`src/rtl/cpu_defs.sv`:
```
// Shared CPU definitions used by the translation front end.
// Provides the uTLB entry layout, translation result payloads, the refill
// FSM state enum and the mapped-region decode helper.
package cpu_defs;

  localparam int unsigned VADDR_W    = 32;
  localparam int unsigned VPN_W      = 20;
  localparam int unsigned PFN_W      = 20;
  localparam int unsigned ASID_W     = 8;
  localparam int unsigned PAGE_OFF_W = 12;

  // One cached translation of a 4 KiB page.
  typedef struct packed {
    logic [VPN_W-1:0]  vpn;
    logic [ASID_W-1:0] asid;
    logic              glob;
    logic [PFN_W-1:0]  pfn;
    logic              dirty;
    logic              valid;
  } UtlbEntry_t;

  // Per-channel translation result handed back to the pipeline.
  typedef struct packed {
    logic               dirty;
    logic               miss;
    logic               invalid;
    logic               illegal;
    logic [VADDR_W-1:0] phy_addr;
  } MMUResult_t;

  // Lookup response from the main TLB.
  typedef struct packed {
    logic               miss;
    logic               valid;
    logic               dirty;
    logic               glob;
    logic [VADDR_W-1:0] phy_addr;
  } TLBResult_t;

  typedef enum logic [1:0] {
    REFILL_IDLE,
    REFILL_REQ,
    REFILL_WAIT
  } refill_state_e;

  // Mapped segments: useg (bit31 clear) and kseg2/kseg3 (top bits 2'b11).
  function automatic logic is_vaddr_mapped(input logic [1:0] seg);
    return !seg[1] || (seg == 2'b11);
  endfunction

endpackage

```
`src/rtl/utlb_array.sv`:
```
// One channel's fully-associative micro-TLB.
// Ports:
//   clk, rst        clock, async active-low reset
//   flush_i         clear every valid bit on the next edge (beats a fill)
//   vpn_i, asid_i   lookup key for the combinational match
//   hit_c_o, pfn_c_o, dirty_c_o  combinational match result
//   fill_en_i, fill_i            write fill_i into the victim slot
module utlb_array
  import cpu_defs::*;
#(
  parameter int unsigned ENTRIES = 4
) (
  input  logic              clk,
  input  logic              rst,
  input  logic              flush_i,
  input  logic [VPN_W-1:0]  vpn_i,
  input  logic [ASID_W-1:0] asid_i,
  input  logic              fill_en_i,
  input  UtlbEntry_t        fill_i,
  output logic              hit_c_o,
  output logic [PFN_W-1:0]  pfn_c_o,
  output logic              dirty_c_o
);

  localparam int unsigned IDX_W = $clog2(ENTRIES);

  UtlbEntry_t [ENTRIES-1:0] entry_q, entry_d;
  logic [IDX_W-1:0]         rr_q, rr_d;
  logic [IDX_W-1:0]         victim;
  logic                     found_free;

  // Associative match: valid, VPN equal, and either global or same ASID.
  always_comb begin
    hit_c_o   = 1'b0;
    pfn_c_o   = '0;
    dirty_c_o = 1'b0;
    for (int unsigned i = 0; i < ENTRIES; i++) begin
      if (entry_q[i].valid && (entry_q[i].vpn == vpn_i) &&
          (entry_q[i].glob || (entry_q[i].asid == asid_i))) begin
        hit_c_o   = 1'b1;
        pfn_c_o   = entry_q[i].pfn;
        dirty_c_o = entry_q[i].dirty;
      end
    end
  end

  // Victim: lowest-index free slot, else the round-robin pointer.
  always_comb begin
    found_free = 1'b0;
    victim     = rr_q;
    for (int unsigned i = 0; i < ENTRIES; i++) begin
      if (!found_free && !entry_q[i].valid) begin
        found_free = 1'b1;
        victim     = IDX_W'(i);
      end
    end
  end

  // Next-state for storage: flush clears valids and suppresses any fill.
  always_comb begin
    entry_d = entry_q;
    rr_d    = rr_q;
    if (flush_i) begin
      for (int unsigned i = 0; i < ENTRIES; i++) begin
        entry_d[i].valid = 1'b0;
      end
    end else if (fill_en_i) begin
      entry_d[victim] = fill_i;
      rr_d            = rr_q + IDX_W'(1);
    end
  end

  always_ff @(posedge clk or negedge rst) begin
    if (!rst) begin
      entry_q <= '0;
      rr_q    <= '0;
    end else begin
      entry_q <= entry_d;
      rr_q    <= rr_d;
    end
  end

endmodule

```
`src/rtl/mmu_utlb.sv`:
```
// Address-translation front end with a private uTLB per channel and a
// shared, single-outstanding refill path to the main TLB.
// Ports:
//   clk, rst                 clock, async active-low reset
//   asid, is_user_mode       current context
//   flush                    invalidate all uTLB entries and fault registers
//   req, vaddr               per-channel translation request
//   stall, result            per-channel combinational translation outcome
//   tlb_req_valid/ready/vaddr  refill request handshake
//   tlb_resp_valid, tlb_resp   one-cycle refill response
module mmu_utlb
  import cpu_defs::*;
#(
  parameter int unsigned N_PORTS      = 2,
  parameter int unsigned UTLB_ENTRIES = 4
) (
  input  logic                             clk,
  input  logic                             rst,
  input  logic [ASID_W-1:0]                asid,
  input  logic                             is_user_mode,
  input  logic                             flush,
  input  logic [N_PORTS-1:0]               req,
  input  logic [N_PORTS-1:0][VADDR_W-1:0]  vaddr,
  output logic [N_PORTS-1:0]               stall,
  output MMUResult_t [N_PORTS-1:0]         result,
  output logic                             tlb_req_valid,
  input  logic                             tlb_req_ready,
  output logic [VADDR_W-1:0]               tlb_req_vaddr,
  input  logic                             tlb_resp_valid,
  input  TLBResult_t                       tlb_resp
);

  localparam int unsigned CH_W = (N_PORTS > 1) ? $clog2(N_PORTS) : 1;

  refill_state_e       state_q, state_d;
  logic [CH_W-1:0]     owner_q, owner_d;
  logic [CH_W-1:0]     rr_q, rr_d;
  logic [VADDR_W-1:0]  req_vaddr_q, req_vaddr_d;
  logic [ASID_W-1:0]   req_asid_q, req_asid_d;
  logic                req_valid_q, req_valid_d;
  logic                discard_q, discard_d;

  logic [N_PORTS-1:0]  need;
  logic [N_PORTS-1:0]  pending;
  logic                grant_valid;
  logic [CH_W-1:0]     grant_idx;
  logic                busy;
  logic                resp_take;
  logic                resp_good;
  UtlbEntry_t          fill_entry;
  logic                unused_resp_off;

  function automatic logic [CH_W-1:0] wrap_idx(input int unsigned base,
                                               input int unsigned off);
    return CH_W'((base + off) % N_PORTS);
  endfunction

  assign busy      = (state_q != REFILL_IDLE);
  // A response is consumed only if no flush has hit this refill.
  assign resp_take = (state_q == REFILL_WAIT) && tlb_resp_valid && !discard_q && !flush;
  assign resp_good = !tlb_resp.miss && tlb_resp.valid;

  assign fill_entry.vpn   = req_vaddr_q[VADDR_W-1:PAGE_OFF_W];
  assign fill_entry.asid  = req_asid_q;
  assign fill_entry.glob  = tlb_resp.glob;
  assign fill_entry.pfn   = tlb_resp.phy_addr[VADDR_W-1:PAGE_OFF_W];
  assign fill_entry.dirty = tlb_resp.dirty;
  assign fill_entry.valid = 1'b1;

  assign unused_resp_off = ^tlb_resp.phy_addr[PAGE_OFF_W-1:0];

  for (genvar c = 0; c < N_PORTS; c++) begin : g_ch
    logic              mapped;
    logic              own;
    logic              hit;
    logic              hit_dirty;
    logic [PFN_W-1:0]  hit_pfn;
    logic              fault_hit;
    logic              fault_set;
    logic              fault_valid_q;
    logic              fault_miss_q;
    logic [VPN_W-1:0]  fault_vpn_q;
    MMUResult_t        res;

    utlb_array #(
      .ENTRIES (UTLB_ENTRIES)
    ) u_array (
      .clk       (clk),
      .rst       (rst),
      .flush_i   (flush),
      .vpn_i     (vaddr[c][VADDR_W-1:PAGE_OFF_W]),
      .asid_i    (asid),
      .fill_en_i (resp_take && resp_good && own),
      .fill_i    (fill_entry),
      .hit_c_o   (hit),
      .pfn_c_o   (hit_pfn),
      .dirty_c_o (hit_dirty)
    );

    assign mapped    = is_vaddr_mapped(vaddr[c][VADDR_W-1:VADDR_W-2]);
    assign own       = busy && (owner_q == CH_W'(c));
    assign fault_set = resp_take && !resp_good && own;
    assign fault_hit = fault_valid_q && req[c] &&
                       (fault_vpn_q == vaddr[c][VADDR_W-1:PAGE_OFF_W]);

    // Result decode: unmapped passthrough, uTLB hit, or latched fault.
    always_comb begin
      res         = '0;
      res.invalid = is_user_mode && vaddr[c][VADDR_W-1];
      if (!mapped) begin
        res.phy_addr = {3'b000, vaddr[c][VADDR_W-4:0]};
        res.dirty    = 1'b1;
      end else if (hit) begin
        res.phy_addr = {hit_pfn, vaddr[c][PAGE_OFF_W-1:0]};
        res.dirty    = hit_dirty;
      end else if (fault_hit) begin
        res.miss    = fault_miss_q;
        res.illegal = !fault_miss_q;
      end
    end

    assign result[c]  = res;
    assign need[c]    = req[c] && mapped && !hit && !fault_hit;
    // The channel being refilled is not re-arbitrated until the FSM is idle.
    assign pending[c] = need[c] && !own;

    // Fault register: holds a failed lookup while the same page is requested.
    always_ff @(posedge clk or negedge rst) begin
      if (!rst) begin
        fault_valid_q <= 1'b0;
        fault_miss_q  <= 1'b0;
        fault_vpn_q   <= '0;
      end else if (flush) begin
        fault_valid_q <= 1'b0;
      end else if (fault_set) begin
        fault_valid_q <= 1'b1;
        fault_miss_q  <= tlb_resp.miss;
        fault_vpn_q   <= req_vaddr_q[VADDR_W-1:PAGE_OFF_W];
      end else if (fault_valid_q &&
                   (!req[c] || (fault_vpn_q != vaddr[c][VADDR_W-1:PAGE_OFF_W]))) begin
        fault_valid_q <= 1'b0;
      end
    end
  end

  assign stall = need;

  // Round-robin grant: rr_q is the highest-priority channel this round.
  always_comb begin
    grant_valid = 1'b0;
    grant_idx   = '0;
    for (int unsigned i = 0; i < N_PORTS; i++) begin
      if (!grant_valid && pending[wrap_idx(rr_q, i)]) begin
        grant_valid = 1'b1;
        grant_idx   = wrap_idx(rr_q, i);
      end
    end
  end

  // Refill FSM next-state and registered request outputs.
  always_comb begin
    state_d     = state_q;
    owner_d     = owner_q;
    rr_d        = rr_q;
    req_vaddr_d = req_vaddr_q;
    req_asid_d  = req_asid_q;
    req_valid_d = 1'b0;
    discard_d   = discard_q || flush;
    unique case (state_q)
      REFILL_IDLE: begin
        discard_d = 1'b0;
        if (grant_valid) begin
          state_d     = REFILL_REQ;
          owner_d     = grant_idx;
          rr_d        = wrap_idx(grant_idx, 1);
          req_vaddr_d = vaddr[grant_idx];
          req_asid_d  = asid;
          req_valid_d = 1'b1;
        end
      end
      REFILL_REQ: begin
        req_valid_d = 1'b1;
        if (tlb_req_ready) begin
          state_d     = REFILL_WAIT;
          req_valid_d = 1'b0;
        end
      end
      REFILL_WAIT: begin
        if (tlb_resp_valid) begin
          state_d = REFILL_IDLE;
        end
      end
      default: state_d = REFILL_IDLE;
    endcase
  end

  always_ff @(posedge clk or negedge rst) begin
    if (!rst) begin
      state_q     <= REFILL_IDLE;
      owner_q     <= '0;
      rr_q        <= '0;
      req_vaddr_q <= '0;
      req_asid_q  <= '0;
      req_valid_q <= 1'b0;
      discard_q   <= 1'b0;
    end else begin
      state_q     <= state_d;
      owner_q     <= owner_d;
      rr_q        <= rr_d;
      req_vaddr_q <= req_vaddr_d;
      req_asid_q  <= req_asid_d;
      req_valid_q <= req_valid_d;
      discard_q   <= discard_d;
    end
  end

  assign tlb_req_valid = req_valid_q;
  assign tlb_req_vaddr = req_vaddr_q;

endmodule

```
`config.mk`:
```
export PLATFORM = sky130hd
export DESIGN_NAME = mmu_utlb
export DESIGN_NICKNAME = d
export VERILOG_FILES = /design/src/rtl/cpu_defs.sv /design/src/rtl/utlb_array.sv /design/src/rtl/mmu_utlb.sv
export SDC_FILE = /design/constraint.sdc
export NUM_CORES = 1
export LEC_CHECK = 0
export CAP_MARGIN = 20
export CORE_MARGIN = 2
export CORE_UTILIZATION = 45
export CTS_CLUSTER_SIZE = 16
export DETAILED_ROUTE_END_ITERATION = 10
export GPL_ROUTABILITY_DRIVEN = 0
export PLACE_DENSITY_LB_ADDON = 0.25
export SLEW_MARGIN = 20
export SYNTH_ARGS = -nofsm -noshare
export SYNTH_HDL_FRONTEND = slang
export SYNTH_SLANG_ARGS = --single-unit
```
`constraint.sdc`:
```
create_clock -name clk -period 4.1 [get_ports clk]
set_clock_uncertainty 0.05 [all_clocks]
set_input_delay 0.41 -clock clk [delete_from_list [all_inputs] [get_ports clk]]
set_output_delay 0.41 -clock clk [all_outputs]
set_load 0.005 [all_outputs]
```
* After elaboration in Yosys (flattened, before gate mapping)
Cells that the tools add are included.
Storage, ports and cells: word-level logic and storage cells 306, register bits after elaboration 502, output and inout bits 107
Operators by class: add/sub/neg operators 4, bitwise operators 2, $lt $le $gt $ge 7, mux-type cells 98, reduce and logical (&&, ||, !) cells 105, eq/ne operators 27
Operators by type and width (count):
- $bwmux W204 | 2
- $mux W154 | 2
- $demux W51 S2 | 2
- $eq A20 B20 Y1 | 10
- $mux W32 | 6
- $mux W20 | 8
- $mux W51 | 2
- $eq A8 B8 Y1 | 8
- $mux W1 | 63
- $logic_and A1 B1 Y1 | 53
- $ne A20 B20 Y1 | 2
- $logic_not A1 Y1 | 27
- $mux W2 | 11
- $logic_or A1 B1 Y1 | 13
- $reduce_and A2 Y1 | 5
- $eq A2 B2 Y1 const B | 3
- $lt A1 B2 Y1 const B | 3
- $lt A2 B3 Y1 const B | 2
- $ne A2 B2 Y1 const B | 3
- $pmux W2 S3 | 1
- $reduce_bool A2 Y1 | 3
- $reduce_bool A3 Y1 | 2
- $add A2 B1 Y2 const B | 2
- $ge A2 B1 Y1 const B | 2
- 6 further kinds | 8

* Depth between registers and ports, before layout
Gate-level depths: netlist (run 1).
depth after elaboration 19, depth in mapped cells 12

* By module
Synthesis (run 1) repeated with hierarchy kept, for this count alone.
Second synthesis, totals: cell total of the unflattened synthesis 2072, area, all modules 24723.7 um^2
By module, submodules not included:
- utlb_array at g_ch[1].u_array | instances 1, area each 9865.7 um^2, cells an instance 760, seq. area each 5154.9 um^2
- utlb_array at g_ch[0].u_array | instances 1, area each 9819.4 um^2, cells an instance 742, seq. area each 5154.9 um^2
- mmu_utlb | instances 1, area each 5038.6 um^2, cells an instance 570, seq. area each 2252.2 um^2

* Worst setup path before layout (run 1)
No wires, ideal clock.
path type input-to-output, start input port vaddr[49] (netlist name), end output port result[65] (netlist name), data arrival time 2.577 ns, slack 1.063 ns, path buffers 3, cell stages on the path 11, path through buf_2 > xor2_1 > nor4_1 > nand4_1 > or4_1 > clkbuf_1 > buf_2 > o21ai_1 > a21oi_1 > or3_1 > a21oi_1
RTL lines:
- from (decl) | RTL line mmu_utlb.sv:23 | input logic [N_PORTS-1:0][VADDR_W-1:0] vaddr,
- to (decl) | RTL line mmu_utlb.sv:25 | output MMUResult_t [N_PORTS-1:0] result,

==> reports/metrics.json, run 1 <==
{
  "critical_path": {
    "critPathArrivalTime_ns": 3.61,
    "r2r_start": "g_ch[1].u_array.entry_q[77]$_DFFE_PN0P_",
    "critical_path_peak_fanout": 5,
    "critPathLaunchType": "register",
    "setup.worst_path.start": "g_ch[0].u_array.entry_q[95]$_DFFE_PN0P_",
    "worst_ep_required_time_ns": 3.64,
    "critPathKind": "register to output port",
    "critPathCaptureType": "output port",
    "r2r_setup_slk_ns": 0.71
  },
  "floorplan": {
    "num_io_pins": 223,
    "die_width_um": 236.2,
    "rows": 85,
    "design.core.area_mm2": 0.05360,
    "start_util": 0.4527,
    "dieArea_mm2": 0.05580,
    "floorplan.die.height_um": 236.2
  },
  "grt": {
    "maximum_number_of_pins_on_one_net_before_global_route_repair": 143,
    "globalRoute.totalOverflow": 0,
    "grt_pass1_wl_um": 112300,
    "vias_in_the_first_global_route": 17400,
    "antenna_found_initial": 3,
    "grtUsageTotal": 0.2673
  },
  "placed_design": {
    "placed_cells": 2877,
    "placed_area_mm2": 0.02810,
    "placement.io_buffers": 210,
    "placement.setup.worst_slack_ns": -0.2940,
    "detailedPlacementHpwl_um": 50630
  },
  "timing": {
    "final_critical_path_setup_slack_ns": 0.03251,
    "drv_slew": 0,
    "finalCritPeriodShare": 0.9921,
    "grt_setup_unrepaired": "true",
    "slew-limit-headroom": 0.3864,
    "hold_viol_final": 0,
    "finalWorstPathRequiredPeriod_ns": 4.067,
    "tightest_slew_ns": 0.9205,
    "final-setup-viol-count": 0,
    "max_freq_mhz": 245.9
  },
  "routing": {
    "route.detailed.drc": 0,
    "final_antenna_net_count": 0,
    "detail_route.wl_per_cell_um": 24.97,
    "route.final.wire_length_um": 74730,
    "firstDrtPassIters": 6,
    "routed_via_density": 5.733,
    "drt_iter0_drc": 1200,
    "routed_vias": 17160
  },
  "synth": {
    "postSynth.topFlopCell": "dfrtp_1",
    "synth_most_common_cell": "dfrtp_1",
    "synth.distinct_cells": 45,
    "post_synth_most_frequent_cells": "502 x dfrtp_1, 434 x mux2_2, 224 x xor2_1, 86 x nor2_1, 83 x clkbuf_1",
    "synth.area.top_cells": "dfrtp_1 52%, mux2_2 20%, xor2_1 8.1%",
    "postSynthNetCount": 2099,
    "yosysWarnings": 0,
    "ys_seq_area_frac": 0.5177,
    "syn_inst": 1983,
    "share_of_flip_flops_with_an_asynchronous_set_or_reset": 1.000,
    "flops_latches_synth": 502,
    "yosysTopAreaCell": "dfrtp_1",
    "synth.cell_area_mm2": 0.02426,
    "yosys.area.top_type_share": 0.5177,
    "synth_area_per_cell_um2": 12.24,
    "synth_enable_flop_cells": 0
  },
  "power_and_ir_drop": {
    "max_vdd_drop_mv": 0.3170,
    "lkg_pwr_nw": 15.56,
    "powerDensity_mw_per_mm2": 452.7
  },
  "finish": {
    "finalInstanceArea_mm2": 0.03054,
    "fin_nets": 2373,
    "syn_to_final_growth_pct": 25.84,
    "post_route_cells_drive_above_1_share": 0.3458,
    "fin_util": 0.5697,
    "filler_cell_count": 4393,
    "layout.cells.non_filler": 2993
  },
  "clock_tree": {
    "clock_tree.buffer_depth": 3,
    "cts_tree": "built",
    "insertion_delay_ns": 0.62,
    "clock_sinks": 502,
    "clk_transition_reported_paths_ns": 0.06,
    "numCtsBuffers": 54,
    "cts-root-buf": "clkbuf_16",
    "htree_levels": 2
  },
  "flow_run": {
    "maxCapViolations": 0
  },
  "run_status": {
    "run_status": "finished, final reports clean"
  },
  "hold_path": {
    "hold_path.startpoint": "asid[4]",
    "hold_path.class": "input pin to register"
  }
}
power by group:
| part | switching, mW | internal [mW] | total [mW] |
|---|---|---|---|
| sequential | 0.950 | 5.51 | 6.46 |
| clock | 2.06 | 2.93 | 4.99 |
| combinational | 1.07 | 1.30 | 2.37 |
metrics by stage:
| step | TNS, ns | hold WS [ns] | power (mW) |
|---|---|---|---|
| 2_1_floorplan | 0 | 0.06441 | 7.433 |
| 5_1_grt | -0.3010 | 0.2692 | 14.33 |
| 3_3_place_gp | -9.457 | 0.3038 | 8.792 |
| 3_5_place_dp | -10.29 | 0.3071 | 8.889 |
| 6_report | 0 | 0.2541 | 13.82 |
| 4_1_cts | -0.1209 | 0.2587 | 13.89 |
final cells by class:
type | count | area, um2 | share of cell area
tap | 696 | 870.8 | 0.02852
sequential | 502 | 12560 | 0.4114
timing repair buffer | 408 | 4178 | 0.1368
inverter | 18 | 67.56 | 0.002213
clock inverter | 16 | 202.7 | 0.006638
antenna | 1 | 2.502 | 0.00008195
clock buffer | 79 | 1595 | 0.05224
multi-input combinational | 1273 | 11060 | 0.3621
registers in the layout (all words and copies together) (netlist names):
| name | flops |
|---|---|
| discard_q | 1 |
| g_ch.fault_miss_q | 2 |
| g_ch.fault_valid_q | 2 |
| g_ch.fault_vpn_q | 40 |
| g_ch.u_array.entry_q | 408 |
| g_ch.u_array.rr_q | 4 |
| owner_q | 1 |
| req_asid_q | 8 |
| rr_q | 1 |
| state_q | 2 |
| tlb_req_vaddr | 32 |
| tlb_req_valid | 1 |
repair_timing:
item,in CTS,in global routing
pin swaps,30,35
hold buffers,1,0
gates resized for setup,72,60
setup endpoints to repair,61,50
gates cloned,2,3
buffers inserted,11,4
endpoints found under the hold margin,43,0
cell usage in the layout, fill, tap and decap left out, types with 17 or more instances in the layout:
cell type,synthesis,final
a31oi_1,25,20
inv_1,18,18
nand3_1,39,37
a21oi_1,27,20
nand4_1,18,18
buf_4,31,154
xor2_1,224,223
a311o_1,17,17
dlymetal6s2s_1,0,32
nor2_1,86,84
xnor2_1,44,44
nor4_1,51,31
a221o_1,32,32
o21ai_0,25,23
and3_1,38,37
buf_12,0,35
clkdlybuf4s50_1,0,148
clkbuf_16,0,57
dlygate4sd2_1,0,26
dfrtp_1,502,502
nor4_2,2,20
nand2_1,78,75
mux2_2,434,434
worst max-delay path, cell delays in order (launching register included):
cell and delay [ns]:
dfrtp_1 0.39, xor2_1 0.15, nor4_2 0.34, nand4_1 0.21, buf_4 0.18, or4_4 0.50, buf_4 0.17, clkbuf_16 0.15
o21ai_0 0.20, a221oi_2 0.08, buf_4 0.15, clkdlybuf4s50_1 0.45
path summary, 6_finish.rpt:
kind | endpoint | depth (start not counted)
min in group asynchronous | g_ch[1].u_array.entry_q[31]$_DFFE_PN0P_ | 2
worst min-delay path | req_asid_q[4]$_DFFE_PN0P_ | 3
max in group asynchronous | g_ch[0].u_array.entry_q[77]$_DFFE_PN0P_ | 3
worst max register to register | tlb_req_vaddr[3]$_DFFE_PN0P_ | 14
worst min register to register | g_ch[0].u_array.rr_q[1]$_DFFE_PN0P_ | 1
worst max-delay path | result[30] | 11
per-layer routing:
metal  GRT usage  routed length, um  up-vias  part of all wire
met5           0                 34        -           0.00045
met4     0.08151               1897        6             0.025
met3     0.04049               4794      101             0.064
met2      0.4115              34150      559              0.46
met1      0.3904              33850     9005              0.45
li1            -                  -     7489                 -
cell families (layout without fill, tap and decap cells):
| logic type | Yosys count | count (layout) | share of synthesized area |
|---|---|---|---|
| AO/OA/AOI/OAI | 165 | 165 | 0.04992 |
| other | 0 | 1 | 0 |
| multiplexers | 455 | 455 | 0.2104 |
| XOR/XNOR | 268 | 268 | 0.09674 |
| flip-flops | 502 | 502 | 0.5177 |
| AND/OR/NAND/NOR | 385 | 385 | 0.08245 |
| buffers and inverters | 208 | 521 | 0.04275 |
Note: power is estimated with default switching activity, not from simulation.
==> run 2, diff against run 1 <==
- RECOVER_POWER: not set -> 100
==> run 2 against run 1 <==
Effect of this change: the flow now finishes with violations (capacitance limit, slew limit); utilization down 0.47 points; cell count about the same; fmax down 0.21%; combinational power down 4%; count of clock-buffer cells in the layout unchanged; first-iteration DRC count grew 1.5%; non-clock buffer count stayed put; power down 0.79%; hold slack worse by 0.0064 ns; wire length hardly changed; register-to-register slack worse by 0.62 ns; largest power group unchanged.
==> reports/metrics.json, run 2 (same netlist as run 1, synthesis figures left out) <==
{
  "grt": {
    "globalRoute.totalOverflow": {"value": 0, "change": "unchanged"},
    "grt_pass1_wl": {"value": 112300, "unit": "um", "change": "unchanged"},
    "antenna_found_initial": {"value": 3, "change": "unchanged"},
    "vias_in_the_first_global_route": {"value": 17400, "change": "unchanged"},
    "grtUsageTotal": {"value": 0.2673, "change": "unchanged"},
    "maximum_number_of_pins_on_one_net_before_global_route_repair": {"value": 143, "change": "unchanged"}
  },
  "finish": {
    "fin_util": {"value": 0.5649, "change": "-0.004739"},
    "finalInstanceArea": {"value": 0.03028, "unit": "mm2", "change": "-0.83%"},
    "leading_cell_type_in_the_layout_fill_and_taps_excluded": "dfrtp_1",
    "largest_register_ff_count": {"value": 408, "change": "unchanged"},
    "largest_register": "g_ch.u_array.entry_q",
    "syn_to_final_growth_pct": 24.80,
    "layout.cells.most_common_list": "502 x dfrtp_1, 431 x mux2_2, 223 x xor2_1, 138 x buf_4, 117 x clkdlybuf4s50_1",
    "fin_nets": {"value": 2373, "change": "unchanged"},
    "layout.cells.non_filler": {"value": 2994, "change": "+0.033%"},
    "post_route_cells_drive_above_1_share": {"value": 0.3345, "change": "-0.01132"}
  },
  "power_and_ir_drop": {
    "swShare": {"value": 0.2961, "change": "+0.0008733"},
    "power.total": {"value": 13.72, "unit": "mW", "change": "-0.79%"},
    "combPwrFrac": {"value": 0.166, "change": "-0.006"},
    "net-switching-power": {"value": 4.061, "unit": "mW", "change": "-0.49%"},
    "power.sequential.fraction": {"value": 0.470, "change": "+0.003"},
    "lkg_pwr": {"value": 15.43, "unit": "nW", "change": "-0.86%"},
    "max_vdd_drop": {"value": 0.3180, "unit": "mV", "change": "+0.31%"},
    "power_report.internal_total": {"value": 9.655, "unit": "mW", "change": "-0.91%"},
    "powerDensity": {"value": 452.9, "unit": "mW/mm2", "change": "about the same"},
    "clock_power_frac": {"value": 0.364, "change": "+0.003"}
  },
  "critical_path": {
    "critPathArrivalTime": {"value": 3.62, "unit": "ns", "change": "about the same"},
    "critical_path_peak_fanout": {"value": 5, "change": "unchanged"},
    "worst_ep_required_time": {"value": 3.64, "unit": "ns", "change": "about the same"},
    "critPathKind": "register to output port",
    "crit_path_end": "result[30]",
    "setup.worst_path.start": "g_ch[0].u_array.entry_q[95]$_DFFE_PN0P_",
    "critPathLaunchType": "register",
    "r2r_start": "state_q[0]$_DFFE_PN0P_",
    "r2r_cells": {"value": 7, "change": "-7"},
    "rr_endpoint": "g_ch[0].u_array.entry_q[42]$_DFFE_PN0P_",
    "critPathCaptureType": "output port",
    "r2r_setup_slk": {"value": 0.09, "unit": "ns", "change": "-0.62 ns"}
  },
  "floorplan": {
    "design.core.area": {"value": 0.05360, "unit": "mm2", "change": "unchanged"},
    "die_width": {"value": 236.2, "unit": "um", "change": "unchanged"},
    "dieArea": {"value": 0.05580, "unit": "mm2", "change": "unchanged"},
    "rows": {"value": 85, "change": "unchanged"},
    "num_io_pins": {"value": 223, "change": "unchanged"},
    "start_util": {"value": 0.4527, "change": "unchanged"},
    "floorplan.die.height": {"value": 236.2, "unit": "um", "change": "unchanged"}
  },
  "clock_tree": {
    "numCtsBuffers": {"value": 54, "change": "unchanged"},
    "clock_sinks": {"value": 502, "change": "unchanged"},
    "clk_transition_reported_paths": {"value": 0.06, "unit": "ns", "change": "about the same"},
    "cts-root-buf": "clkbuf_16",
    "htree_levels": {"value": 2, "change": "unchanged"},
    "clock_tree.buffer_depth": {"value": 3, "change": "unchanged"},
    "insertion_delay": {"value": 0.63, "unit": "ns", "change": "about the same"},
    "cts_tree": "built"
  },
  "flow_run": {
    "maxCapViolations": {"value": 4, "change": "+4"}
  },
  "placed_design": {
    "detailedPlacementHpwl": {"value": 50630, "unit": "um", "change": "unchanged"},
    "placement.io_buffers": {"value": 210, "change": "unchanged"},
    "placed_area": {"value": 0.02810, "unit": "mm2", "change": "unchanged"},
    "placed_cells": {"value": 2877, "change": "unchanged"}
  },
  "routing": {
    "drt_iter0_drc": {"value": 1218, "change": "+1.5%"},
    "route.detailed.drc": {"value": 0, "change": "unchanged"},
    "routed_vias": {"value": 17190, "change": "+0.15%"},
    "routed_via_density": {"value": 5.740, "change": "+0.12%"},
    "firstDrtPassIters": {"value": 5, "change": "-1"},
    "detail_route.wl_per_cell": {"value": 24.94, "unit": "um", "change": "-0.13%"},
    "final_antenna_net_count": {"value": 0, "change": "unchanged"},
    "route.final.wire_length": {"value": 74660, "unit": "um", "change": "about the same"}
  },
  "timing": {
    "grt_setup_unrepaired": "true",
    "finalWorstPathRequiredPeriod": {"value": 4.076, "unit": "ns", "change": "+0.008517 ns"},
    "final-setup-viol-count": {"value": 0, "change": "unchanged"},
    "max_freq": {"value": 245.3, "unit": "MHz", "change": "-0.21%"},
    "finalCritPeriodShare": {"value": 0.9941, "change": "+0.002077"},
    "hold_viol_final": {"value": 0, "change": "unchanged"},
    "tightest_slew": {"value": 2.876, "unit": "ns", "change": "+1.955 ns"},
    "drv_slew": {"value": 114, "change": "+114"},
    "final.setup.tns": {"value": 0, "unit": "ns", "change": "unchanged"},
    "slew-limit-headroom": {"value": -0.9172, "change": "-1.304"}
  },
  "hold_path": {
    "min_delay_path_depth": {"value": 3, "change": "unchanged"},
    "hold_path.class": "input pin to register"
  },
  "run_status": {
    "run_status": "finished with violations",
    "violations": "capacitance limit, slew limit"
  }
}
run 2: metal layers:
metal,vias up,routed length (um),GRT usage
li1,7493,-,-
met1,8955,33270,0.3904
met2,611,33980,0.4115
met3,121,5254,0.04049
met4,6,2119,0.08151
met5,-,34,0
run 2: worst min-delay path by stage:
stage / from / to
6_report: asid[4] / req_asid_q[4]$_DFFE_PN0P_
5_1_grt: asid[4] / req_asid_q[4]$_DFFE_PN0P_
4_1_cts: rst / g_ch[1].u_array.entry_q[31]$_DFFE_PN0P_
3_5_place_dp: rst / g_ch[1].u_array.entry_q[143]$_DFFE_PN0P_
3_3_place_gp: rst / g_ch[1].u_array.entry_q[143]$_DFFE_PN0P_
2_1_floorplan: rst / discard_q$_DFF_PN0_
run 2: critical path, stage by stage, from the launching register on:
cell	delay, ns
dfrtp_1	0.39
xor2_1	0.15
nor4_2	0.35
nand4_1	0.21
buf_4	0.18
or4_4	0.50
buf_4	0.17
clkbuf_16	0.15
o21ai_0	0.20
a221oi_2	0.08
buf_4	0.15
clkdlybuf4s50_1	0.45
run 2: layout make-up:
cell class / count / area, um2
antenna: 2 / 5.005
clock buffer: 79 / 1595
clock inverter: 16 / 202.7
fill: 4429 / 23320
inverter: 18 / 67.56
multi-input combinational: 1273 / 11000
sequential: 502 / 12560
tap: 696 / 870.8
timing repair buffer: 408 / 3974
run 2: what timing repair did:
action                     4_1_cts  5_1_grt
hold buffers                     1        0
setup endpoints to repair       61       50
setup buffers                   11        4
resized for setup               72       60
pin swaps                       30       35
cloned                           2        3
hold endpoints to repair        43        0
run 2: stage by stage:
step                setup WS, ns  hold WS (ns)
global placement         -0.2972        0.3038
floorplan                  1.063       0.06441
global route            -0.09887        0.2692
detailed placement       -0.2940        0.3071
finish                   0.02399        0.2477
CTS                     -0.06170        0.2587
run 2: power groups by stage:
stage	Combinational, mW	Sequential, mW	Clock (mW)
after floorplan	1.50	5.93	0
after global placement	2.30	6.49	0
after detailed placement	2.36	6.53	0
after CTS	2.38	6.44	5.06
after global routing	2.45	6.52	5.27
final	2.28	6.45	4.99
==> run 3, diff against run 2 <==
- PLACE_DENSITY_LB_ADDON: 0.25 -> 0.12
==> run 3 against run 2 <==
Effect of this change: fmax increased by 1.6%; sequential share of layout area decreased by 0.33 points; critical path type is now input pin to output port; the run still ends with capacitance limit, slew limit left; combinational power decreased by 3%; critical path depth increased by 3.
==> reports/metrics.json, run 3 (same netlist as run 1, synthesis figures left out) <==
{
  "power_and_ir_drop": {
    "lkg_pwr": {"value": 15.62, "unit": "nW", "change": "+1.2%"},
    "max_vdd_drop": {"value": 0.3008, "unit": "mV", "change": "-5.4%"},
    "power.total": {"value": 13.94, "unit": "mW", "change": "+1.6%"},
    "powerDensity": {"value": 456.6, "unit": "mW/mm2", "change": "+0.82%"}
  },
  "routing": {
    "detail_route.wl_per_cell": {"value": 25.45, "unit": "um", "change": "+2.1%"},
    "routed_vias": {"value": 17050, "change": "-0.81%"},
    "route.detailed.drc": {"value": 0, "change": "unchanged"},
    "final_antenna_net_count": {"value": 0, "change": "unchanged"},
    "routed_via_density": {"value": 5.647, "change": "-1.6%"},
    "route.final.wire_length": {"value": 76840, "unit": "um", "change": "+2.9%"},
    "firstDrtPassIters": {"value": 5, "change": "unchanged"},
    "drt_iter0_drc": {"value": 1178, "change": "-3.3%"}
  },
  "placed_design": {
    "placement.io_buffers": {"value": 210, "change": "unchanged"},
    "placed_area": {"value": 0.02826, "unit": "mm2", "change": "+0.57%"},
    "detailedPlacementHpwl": {"value": 52260, "unit": "um", "change": "+3.2%"},
    "placed_cells": {"value": 2891, "change": "+0.49%"}
  },
  "grt": {
    "grt_pass1_wl": {"value": 114500, "unit": "um", "change": "+1.9%"},
    "groute.layer.met1.usage": {"value": 0.4078, "change": "+0.01740"},
    "grt.busiest_layer": "met2",
    "grt.met2_usage": {"value": 0.4260, "change": "+0.01448"},
    "maximum_number_of_pins_on_one_net_before_global_route_repair": {"value": 104, "change": "-27%"},
    "gr-usage-met3": {"value": 0.04400, "change": "+0.003511"},
    "vias_in_the_first_global_route": {"value": 17240, "change": "-0.96%"},
    "antenna_found_initial": {"value": 9, "change": "+6"},
    "grtUsageTotal": {"value": 0.2752, "change": "+0.007998"},
    "globalRoute.totalOverflow": {"value": 0, "change": "unchanged"}
  },
  "critical_path": {
    "critPathKind": "input pin to output port",
    "crit_path_frequent_cell": "buf_4",
    "critPathLaunchType": "input pin",
    "worst_ep_required_time": {"value": 3.64, "unit": "ns", "change": "about the same"},
    "critical_path_peak_fanout": {"value": 10, "change": "+5"},
    "cp_cell_sequence": "clkdlybuf4s50_1 -> buf_4 -> xor2_1 -> nor4_1 -> buf_4 -> nand4_1 -> nor3_2 -> buf_12 -> nor2b_1 -> nand2_1 -> nand2_2 -> a221oi_2 -> buf_4 -> clkdlybuf4s50_1",
    "timing.critical_path.buf_inv": {"value": 6, "change": "+1"},
    "critPathCaptureType": "output port",
    "critPathArrivalTime": {"value": 3.55, "unit": "ns", "change": "-0.07 ns"},
    "r2r_setup_slk": {"value": 0.16, "unit": "ns", "change": "+0.07 ns"},
    "critical_path.top_delay_family": "buffers and inverters",
    "worst_path_max_delay_cell": "clkdlybuf4s50_1",
    "cpPeakStageDelay": {"value": 0.57, "unit": "ns", "change": "+0.07 ns"}
  },
  "run_status": {
    "violations": "capacitance limit, slew limit",
    "run_status": "finished with violations"
  },
  "clock_tree": {
    "htree_levels": {"value": 2, "change": "unchanged"},
    "clk_transition_reported_paths": {"value": 0.06, "unit": "ns", "change": "about the same"},
    "clock_tree.buffer_depth": {"value": 3, "change": "unchanged"},
    "insertion_delay": {"value": 0.61, "unit": "ns", "change": "-0.02 ns"},
    "cts-root-buf": "clkbuf_16",
    "clock_sinks": {"value": 502, "change": "unchanged"},
    "cts_tree": "built",
    "numCtsBuffers": {"value": 55, "change": "+1.9%"}
  },
  "floorplan": {
    "start_util": {"value": 0.4527, "change": "unchanged"},
    "floorplan.die.height": {"value": 236.2, "unit": "um", "change": "unchanged"},
    "rows": {"value": 85, "change": "unchanged"},
    "dieArea": {"value": 0.05580, "unit": "mm2", "change": "unchanged"},
    "design.core.area": {"value": 0.05360, "unit": "mm2", "change": "unchanged"},
    "die_width": {"value": 236.2, "unit": "um", "change": "unchanged"},
    "num_io_pins": {"value": 223, "change": "unchanged"}
  },
  "flow_run": {
    "maxCapViolations": {"value": 5, "change": "+1"}
  },
  "timing": {
    "final-setup-viol-count": {"value": 0, "change": "unchanged"},
    "drv_slew": {"value": 299, "change": "+160%"},
    "final.setup.tns": {"value": 0, "unit": "ns", "change": "unchanged"},
    "slew-limit-headroom": {"value": -0.6491, "change": "+0.2681"},
    "hold-worst-slack": {"value": 0.2055, "unit": "ns", "change": "-0.04221 ns"},
    "finalWorstPathRequiredPeriod": {"value": 4.012, "unit": "ns", "change": "-0.06378 ns"},
    "finalCritPeriodShare": {"value": 0.9786, "change": "-0.01556"},
    "hold_viol_final": {"value": 0, "change": "unchanged"},
    "max_freq": {"value": 249.2, "unit": "MHz", "change": "+1.6%"},
    "tightest_slew": {"value": 2.474, "unit": "ns", "change": "-0.4022 ns"},
    "grt_setup_unrepaired": "true"
  },
  "finish": {
    "largest_register_ff_count": {"value": 408, "change": "unchanged"},
    "syn_to_final_growth_pct": 25.80,
    "finalInstanceArea": {"value": 0.03053, "unit": "mm2", "change": "+0.81%"},
    "largest_register": "g_ch.u_array.entry_q",
    "leading_cell_type_in_the_layout_fill_and_taps_excluded": "dfrtp_1",
    "post_route_cells_drive_above_1_share": {"value": 0.3398, "change": "+0.005299"},
    "fin_nets": {"value": 2397, "change": "+1.0%"},
    "layout.cells.most_common_list": "502 x dfrtp_1, 434 x mux2_2, 223 x xor2_1, 155 x buf_4, 114 x clkdlybuf4s50_1",
    "layout.cells.non_filler": {"value": 3019, "change": "+0.84%"}
  },
  "hold_path": {
    "hold_path.class": "input pin to register"
  }
}
run 3: what timing repair did:
item	4_1_cts	5_1_grt
endpoints found under the setup margin	68	51
buffers inserted	6	19
pin swaps	21	24
hold buffers	1	0
gates resized for setup	59	61
hold endpoints to repair	76	0
gates cloned	1	2
run 3: power breakdown:
group          total [mW]  leakage (nW)  internal (mW)  switching [mW]
clock                5.23         0.922           3.16            2.07
sequential           6.49          6.87           5.51           0.985
combinational        2.22          7.83           1.20            1.02
total                13.9          15.6           9.87            4.07
run 3: through the flow:
| stage | worst slack (ns) | utilization |
|---|---|---|
| 2_1_floorplan | 1.063 | - |
| 3_3_place_gp | -0.3436 | 0.5267 |
| 3_5_place_dp | -0.3864 | 0.5272 |
| 4_1_cts | -0.06118 | 0.5665 |
| 5_1_grt | -0.03061 | 0.5695 |
| 6_report | 0.08777 | 0.5695 |
run 3: path summary, 6_finish.rpt:
path / start / endpoint / cells after the start
max in group asynchronous: rst / discard_q$_DFF_PN0_ / 3
setup reg to reg: g_ch[1].u_array.entry_q[99]$_DFFE_PN0P_ / tlb_req_vaddr[5]$_DFFE_PN0P_ / 13
min in group asynchronous: rst / tlb_req_vaddr[11]$_DFFE_PN0P_ / 2
hold reg to reg: g_ch[1].u_array.rr_q[1]$_DFFE_PN0P_ / g_ch[1].u_array.rr_q[1]$_DFFE_PN0P_ / 1
hold / removal: asid[4] / req_asid_q[4]$_DFFE_PN0P_ / 3
setup / recovery: vaddr[18] / result[31] / 14
run 3: final cells by class:
class | instances | area (um2)
fill | 4514 | 23080
sequential | 502 | 12560
multi-input combinational | 1273 | 10960
timing repair buffer | 431 | 4172
clock buffer | 75 | 1564
tap | 696 | 870.8
clock inverter | 23 | 325.3
inverter | 18 | 67.56
antenna | 1 | 2.502
run 3: routing by layer:
| layer | wire, um | vias to the layer above |
|---|---|---|
| met5 | 69 | - |
| li1 | - | 7562 |
| met2 | 34760 | 518 |
| met4 | 1930 | 10 |
| met1 | 35080 | 8848 |
| met3 | 5003 | 109 |
run 3: tightest hold or removal path, stage by stage:
cell and delay (ns):
dlymetal6s2s_1 0.14, buf_6 0.16, mux2_1 0.12
